### src/rtl/myo_setpoint_ramp.sv
// Setpoint ramp generator for the MYO motor block: slews each motor's setpoint toward its
// target by at most max_step per tick and emits every changed setpoint as a write transaction.
module myo_setpoint_ramp #(
   parameter int NUMBER_OF_MOTORS = 6
) (
   input  logic        clock,
   input  logic        reset,
   input  logic        cfg_write,
   input  logic [1:0]  cfg_sel,
   input  logic [7:0]  cfg_motor,
   input  logic [31:0] cfg_data,
   input  logic        tick,
   output logic        sp_valid,
   input  logic        sp_ready,
   output logic [7:0]  sp_motor,
   output logic [31:0] sp_value,
   output logic        busy,
   output logic [15:0] overrun_count
);

   localparam int IW    = (NUMBER_OF_MOTORS > 1) ? $clog2(NUMBER_OF_MOTORS) : 1;
   localparam int DEPTH = 1 << IW;
   localparam logic [7:0]    NUM_MOTORS = 8'(NUMBER_OF_MOTORS);
   localparam logic [IW-1:0] LAST_IDX   = IW'(NUMBER_OF_MOTORS - 1);

   typedef enum logic [1:0] {
      IDLE,
      CALC,
      EMIT
   } state_t;

   state_t        state;
   logic [IW-1:0] idx;
   logic          tick_pending;

   logic [31:0] target       [DEPTH];
   logic [31:0] current      [DEPTH];
   logic [15:0] max_step     [DEPTH];
   logic [31:0] last_emitted [DEPTH];

   logic [31:0]        cur_value;
   logic [31:0]        tgt_value;
   logic [15:0]        step_limit;
   logic signed [32:0] diff;
   logic signed [32:0] step;
   logic signed [32:0] delta;
   logic signed [32:0] sum;
   logic [31:0]        next_value;

   // Next setpoint for the motor under evaluation; the 33-bit difference cannot wrap at the extremes
   always_comb begin
      cur_value  = current[idx];
      tgt_value  = target[idx];
      step_limit = max_step[idx];
      diff       = {tgt_value[31], tgt_value} - {cur_value[31], cur_value};
      step       = {17'b0, step_limit};
      delta      = diff;
      sum        = '0;
      next_value = tgt_value;
      if (step_limit != 16'd0) begin
         if (diff > step)
            delta = step;
         else if (diff < -step)
            delta = -step;
         sum        = {cur_value[31], cur_value} + delta;
         next_value = sum[31:0];
      end
   end

   assign busy = (state != IDLE);

   // Sweep FSM, tick bookkeeping and configuration writes; a config write is placed last so it
   // wins over a sweep update to the same motor at the same edge
   always_ff @(posedge clock) begin
      if (reset) begin
         state         <= IDLE;
         idx           <= '0;
         tick_pending  <= 1'b0;
         overrun_count <= '0;
         sp_valid      <= 1'b0;
         sp_motor      <= '0;
         sp_value      <= '0;
         for (int i = 0; i < DEPTH; i++) begin
            target[i]       <= '0;
            current[i]      <= '0;
            max_step[i]     <= '0;
            last_emitted[i] <= '0;
         end
      end else begin
         if (state != IDLE && tick) begin
            if (!tick_pending)
               tick_pending <= 1'b1;
            else if (overrun_count != 16'hFFFF)
               overrun_count <= overrun_count + 16'd1;
         end

         case (state)
            IDLE: begin
               if (tick || tick_pending) begin
                  tick_pending <= 1'b0;
                  idx          <= '0;
                  state        <= CALC;
               end
            end
            CALC: begin
               if (next_value != last_emitted[idx]) begin
                  current[idx] <= next_value;
                  sp_valid     <= 1'b1;
                  sp_motor     <= 8'(idx);
                  sp_value     <= next_value;
                  state        <= EMIT;
               end else if (idx == LAST_IDX) begin
                  state <= IDLE;
               end else begin
                  idx <= idx + IW'(1);
               end
            end
            EMIT: begin
               if (sp_ready) begin
                  last_emitted[idx] <= sp_value;
                  sp_valid          <= 1'b0;
                  if (idx == LAST_IDX) begin
                     state <= IDLE;
                  end else begin
                     idx   <= idx + IW'(1);
                     state <= CALC;
                  end
               end
            end
            default: state <= IDLE;
         endcase

         if (cfg_write && cfg_motor < NUM_MOTORS) begin
            case (cfg_sel)
               2'd0: target[cfg_motor[IW-1:0]] <= cfg_data;
               2'd1: max_step[cfg_motor[IW-1:0]] <= cfg_data[15:0];
               2'd2: begin
                  target[cfg_motor[IW-1:0]]  <= cfg_data;
                  current[cfg_motor[IW-1:0]] <= cfg_data;
               end
               default: ;
            endcase
         end
      end
   end

endmodule
### config.mk
export PLATFORM = sky130hd
export DESIGN_NAME = myo_setpoint_ramp
export DESIGN_NICKNAME = d
export VERILOG_FILES = /design/src/rtl/myo_setpoint_ramp.sv
export SDC_FILE = /design/constraint.sdc
export NUM_CORES = 2
export LEC_CHECK = 0
export ABC_AREA = 1
export BUFFER_PORTS_ARGS = -buffer_cell sky130_fd_sc_hd__buf_2
export CAP_MARGIN = 15
export CORE_MARGIN = 1
export CORE_UTILIZATION = 45
export DETAILED_ROUTE_END_ITERATION = 10
export SETUP_SLACK_MARGIN = 0.4
export SYNTH_ARGS = -nofsm -noshare
export SYNTH_HDL_FRONTEND = slang
export SYNTH_SLANG_ARGS = --single-unit
### constraint.sdc
create_clock -name clock -period 14.85 [get_ports clock]
set_input_delay 0.7425 -clock clock [delete_from_list [all_inputs] [get_ports clock]]
set_output_delay 0.7425 -clock clock [all_outputs]
set_load 0.05 [all_outputs]
### Yosys cells after proc, flatten, opt, wreduce, memory -nomap -nowiden

Memory sizes are Yosys's and may differ from the RTL's. A register that Yosys moved wholly into a read port is not among the register bits.
Cells that the tools add are included.

| word-level totals | value |
|---|---|
| register bits | 58 |
| memory bits (writable) | 896 |
| bits of input ports | 47 |
| output and inout port bits | 58 |
| logic and storage cells | 118 |
| memories kept | 4 |

| cells by class | value |
|---|---|
| add/sub/neg operators | 5 |
| order comparisons | 3 |
| equal/unequal tests | 12 |
| muxes and demuxes | 67 |
| bitwise operators | 1 |
| reductions and logical operators | 19 |

Memory list:

| name | depth | bits a word | rd ports | clocked after memory_dff | wr ports | line | RTL |
|---|---|---|---|---|---|---|---|
| current | 8 | 32 | 1 | 1 | 8 | 37 | `logic [31:0] current [DEPTH];` |
| last_emitted | 8 | 32 | 1 | 1 | 8 | 39 | `logic [31:0] last_emitted [DEPTH];` |
| target | 8 | 32 | 1 | 1 | 8 | 36 | `logic [31:0] target [DEPTH];` |
| max_step | 8 | 16 | 1 | 1 | 8 | 38 | `logic [15:0] max_step [DEPTH];` |

Operators with widths:

| cell | count |
|---|---|
| 32-bit two-way mux | 9 |
| 32-bit OR reduction | 4 |
| 3-bit two-way mux | 17 |
| 33-bit by 17-bit > comparator with 1-bit output | 1 |
| 33-bit less-than comparator | 1 |
| 1-bit two-way mux | 33 |
| 16-bit negator with 33-bit output | 1 |
| 32-bit by 32-bit subtractor with 33-bit output | 1 |
| 32-bit adder | 1 |
| 32-bit != test | 1 |
| 16-bit by 1-bit adder with 16-bit output, second input constant | 1 |
| 16-bit two-way mux | 1 |
| 16-bit != test, second input constant | 1 |
| 16-bit nonzero test | 1 |
| 16-bit OR reduction | 1 |
| 3-bit one-hot mux with 3 select lines | 1 |
| 3-bit AND reduction | 3 |
| 8-bit by 3-bit less-than comparator with 1-bit output, second input constant | 1 |
| 2-bit two-way mux | 4 |
| 2-bit != test, second input constant | 4 |
| 2-bit one-hot mux with 3 select lines | 1 |
| 2-bit by 1-bit equality test with 1-bit output, second input constant | 2 |
| 2-bit equality test, second input constant | 2 |
| 2-bit logical NOT | 2 |
| 11 further kinds | 13 |

### Logic depth before layout (Yosys ltp)

| logic depth | value |
|---|---|
| depth after elaboration | 14 |
| mapped depth | 79 |
| gate-level depth less buffers | 69 |

### Least setup slack after synthesis

Ideal clock, no wire load.

| path | value |
|---|---|
| path kind | reg-to-reg |
| start | register with a tool-made name |
| end | memory current[0][0], enable pin |
| library setup time | 0.561 ns |
| arrival time | 10.088 ns |
| slack | 4.201 ns |
| cell stages (with the launch flop) | 58 |
| buffers on the path | 13 |
| cells stage by stage | dfxtp_1 buf_4 buf_6 buf_2 buf_4 buf_2 clkbuf_1 buf_2 buf_2 clkbuf_1 clkbuf_1 clkbuf_1 o21ai_0 o22ai_1 nor2_1 a31oi_1 ha_1 inv_1 [22 not listed] nand3_1 nand2_1 inv_1 o21ai_0 o21ai_0 nand2_1 nand2_1 a21oi_1 xor2_1 nand2_1 nand2_1 nand3_1 nand2_1 nor3_2 nand3_4 nand4_1 clkbuf_2 nand3_1 |

RTL lines:

| what | line |
|---|---|
| to (decl) | 37 |

==> results.txt <==
----------------------------------------------------
[Logic synthesis]
  Synthesized instance count ... 5,716
  Most used flip-flop cell after synthesis ... sky130_fd_sc_hd__edfxtp_1
  EDFF count, synth ... between 800 and 900
  Cell taking the most area after synthesis ... sky130_fd_sc_hd__edfxtp_1
  Mapped Area ... about 0.05 mm2
  Dominant cells by area after synthesis ... sky130_fd_sc_hd__edfxtp_1 (54%), sky130_fd_sc_hd__nand2_1 (9.3%), sky130_fd_sc_hd__nor2_1 (8.7%)
  Sequential area share after synthesis ... 0.5616
  Fraction of registers with async set or reset after synthesis ... 0
  Number of flip-flops and latches in the synthesized netlist ... 957
  Avg Inst Size Synth ... around 8.8 um2
  Yosys warning total ... 0
  Leading cell type by number of instances after synthesis ... sky130_fd_sc_hd__nand2_1
  Most frequent cells after synthesis ... sky130_fd_sc_hd__nand2_1 (1,241), sky130_fd_sc_hd__nor2_1 (1,155), sky130_fd_sc_hd__edfxtp_1 (896)
  Fraction of post-synthesis cell area in the top cell type by area ... 0.5372
  Number of distinct library cells after synthesis ... 57

[Setup path]
  Cell with the largest stage delay on the worst path ... sky130_fd_sc_hd__buf_4
  Setup Crit Path Kind ... reg -> reg
  Most frequent cell on the critical path ... sky130_fd_sc_hd__nand2_1
  Setup crit end kind ... flop
  Largest fanout on the critical path ... around 160
  Arr. time, crit path ... ~14 ns
  Data required time of the critical path ... approximately 15 ns
  Largest stage delay on the critical path ... 0.68 ns
  Critical Path Source Type ... flop

[Placed design]
  Final weighted congestion in routability-driven placement ... around 1
  HPWL after detailed placement ... roughly 120,000 um
  Number of port buffers ... 99

[STA]
  Rel. slew slack ... 0.2159
  Total negative slack ... 0 ns
  Hold Fails Final Rpt ... 0
  Min Clock Period, post-route ... 13.09 ns
  Max-slew violation count ... 0
  Maximum achievable frequency ... about 76 MHz
  Clock Skew ... slightly below 0.06 ns
  Tightest Pin Transition ... around 1.2 ns
  RSZ-0062 raised after global routing ... false
  Fraction of the cycle the final worst path needs ... 0.8816
  Final setup violating endpoints ... 0

[Floorplan]
  Die Wd ... 335.6 um
  Die Footprint ... 0.1126 mm2
  Starting density of the core ... 0.4532
  Io pins ... between 100 and 150
  Core footprint ... roughly 0.11 mm2
  Count of standard-cell rows ... 122
  Vertical die dimension ... roughly 340 um

[Final layout]
  FF/Latch Area ... about 0.028 mm2
  Area occupied by multi-input gates ... slightly below 0.02 mm2
  # diodes ... 0
  Fill cell total of the finished layout ... between 10,000 and 15,000
  Layout Nets ... ~5,900
  Share of cells above drive strength 1 ... 0.06588
  Area added between synthesis and finish ... 10.66%

[CTS]
  Clock sink count ... between 900 and 1,000
  H-tree depth ... 3
  Cell chosen for the clock root ... sky130_fd_sc_hd__clkbuf_16
  Post-CTS Setup Bufs ... 0
  Post-CTS clock slew at the launch and capture registers of the worst setup and hold paths ... around 0.060 ns
  Clk buf depth ... 3
  Num CTS Buffers ... 104
  Clock tree from TritonCTS ... built
  Clock latency on the worst-skew pair ... 0.73 ns

[Detailed routing]
  DRC errors left ... 0
  DR WL/cell ... about 24 um
  Total routed wirelength ... roughly 180,000 um
  Detailed router's first-iteration violation count ... 5,484
  Vias post-DR ... approximately 42,000
  Residual antenna-violating net count after detailed routing ... 0
  Via-to-Cell Ratio ... ~5.7
  Drt pass-1 iters ... 8

[Global route]
  Vias in the first global route ... around 38,000
  Tot GR Track Use ... 0.3123
  Initial antenna violation count ... 9
  Global route overflow ... 0
  Global-route wire length before repair ... 259,400 um
  Largest net degree at the start of global routing ... between 150 and 200

[Outcome]
  Result of the run ... complete, no violations

[Job]
  Max-cap violation count ... 0

[Min path]
  HP Class ... in -> reg

----------------------------------------------------
==> state kept, by name, indices dropped and copies added (netlist names), named ones only <==
name and flops:
current 256, last_emitted 256, target 256, max_step 128, sp_value 32, overrun_count 16
idx 3, sp_motor 3, state 2, sp_valid 1, tick_pending 1
==> repair_timing <==
item	in CTS	in global routing
hold buffers	0	0
endpoints found under the setup margin	0	18
resized for setup	0	1
==> critical path: cells and delay by family, from the launching register on <==
kind	cells	cell delay (ns)
compound gates	11	2.91
flops	1	0.55
buf+inv	7	2.48
xor+xnor	1	0.25
simple gates	32	5.11
fa+ha+maj	3	1.32
==> cell type report <==
cell class | count | area share
Timing Repair Buffer | 171 | 0.01987
Inverter | 449 | 0.03093
Multi-Input combinational cell | 4070 | 0.3475
Clock buffer | 123 | 0.04824
Clock inverter | 74 | 0.01224
Tap cell | 1488 | 0.03359
Sequential cell | 957 | 0.5077
==> metal layers <==
layer,vias up,GRT usage,part of all wire
li1,19190,-,-
met1,19890,0.4492,0.43
met2,2249,0.4705,0.43
met3,347,0.05151,0.099
met4,8,0.1201,0.041
met5,-,0,0.00026
==> cells by family (layout without fill, tap and decap cells) <==
group / Yosys count / in the layout / share of synthesized area
AND/OR/NAND/NOR: 2685 / 2685 / 0.2118
AO/OA/AOI/OAI: 1093 / 1093 / 0.1209
flip-flops: 957 / 957 / 0.5616
buffers and inverters: 789 / 817 / 0.06277
adder cells (fa/ha/maj): 122 / 122 / 0.03078
XOR/XNOR: 65 / 65 / 0.01137
multiplexers: 4 / 4 / 0.0007994
other: 1 / 101 / 0.00007487
==> path summary, 6_finish.rpt <==
| kind | startpoint | to | slack (ns) | cells past startpoint |
|---|---|---|---|---|
| max | flop | current[6][3] | 1.76 | 54 |
| min | tick | tick_pending | 0.32 | 3 |
| max reg2reg | flop | current[6][3] | 1.76 | 54 |
| min reg2reg | sp_motor[2] | sp_motor[2] | 0.48 | 2 |
==> per-stage QoR <==
| stage | area, um2 | setup slack [ns] | hold WS (ns) | instances | util |
|---|---|---|---|---|---|
| after global placement | 52030 | 1.894 | 0.4696 | 7133 | 0.4708 |
| after detailed placement | 52030 | 1.797 | 0.4750 | 7133 | 0.4708 |
| final | 55430 | 1.758 | 0.3206 | 7332 | 0.5015 |
| after floorplan | 50460 | 4.201 | 0.4720 | 5816 | - |
| after CTS | 55380 | 1.796 | 0.3037 | 7330 | 0.5011 |
| after global routing | 55430 | 0.7039 | 0.3706 | 7332 | 0.5015 |
==> cells in the final DEF (no fill, tap or decap), types with 101 or more instances in the layout <==
cell type                   count
sky130_fd_sc_hd__o21ai_0      630
sky130_fd_sc_hd__nand2_1     1233
sky130_fd_sc_hd__inv_1        433
sky130_fd_sc_hd__conb_1       101
sky130_fd_sc_hd__edfxtp_1     896
sky130_fd_sc_hd__nand3_1      159
sky130_fd_sc_hd__ha_1         120
sky130_fd_sc_hd__nor2_1      1148
sky130_fd_sc_hd__a21oi_1      198
sky130_fd_sc_hd__o22ai_1      126
sky130_fd_sc_hd__clkbuf_16    104
Power is not shown: default switching activity piles up to over one toggle a cycle in this logic, so the estimate is an artifact.
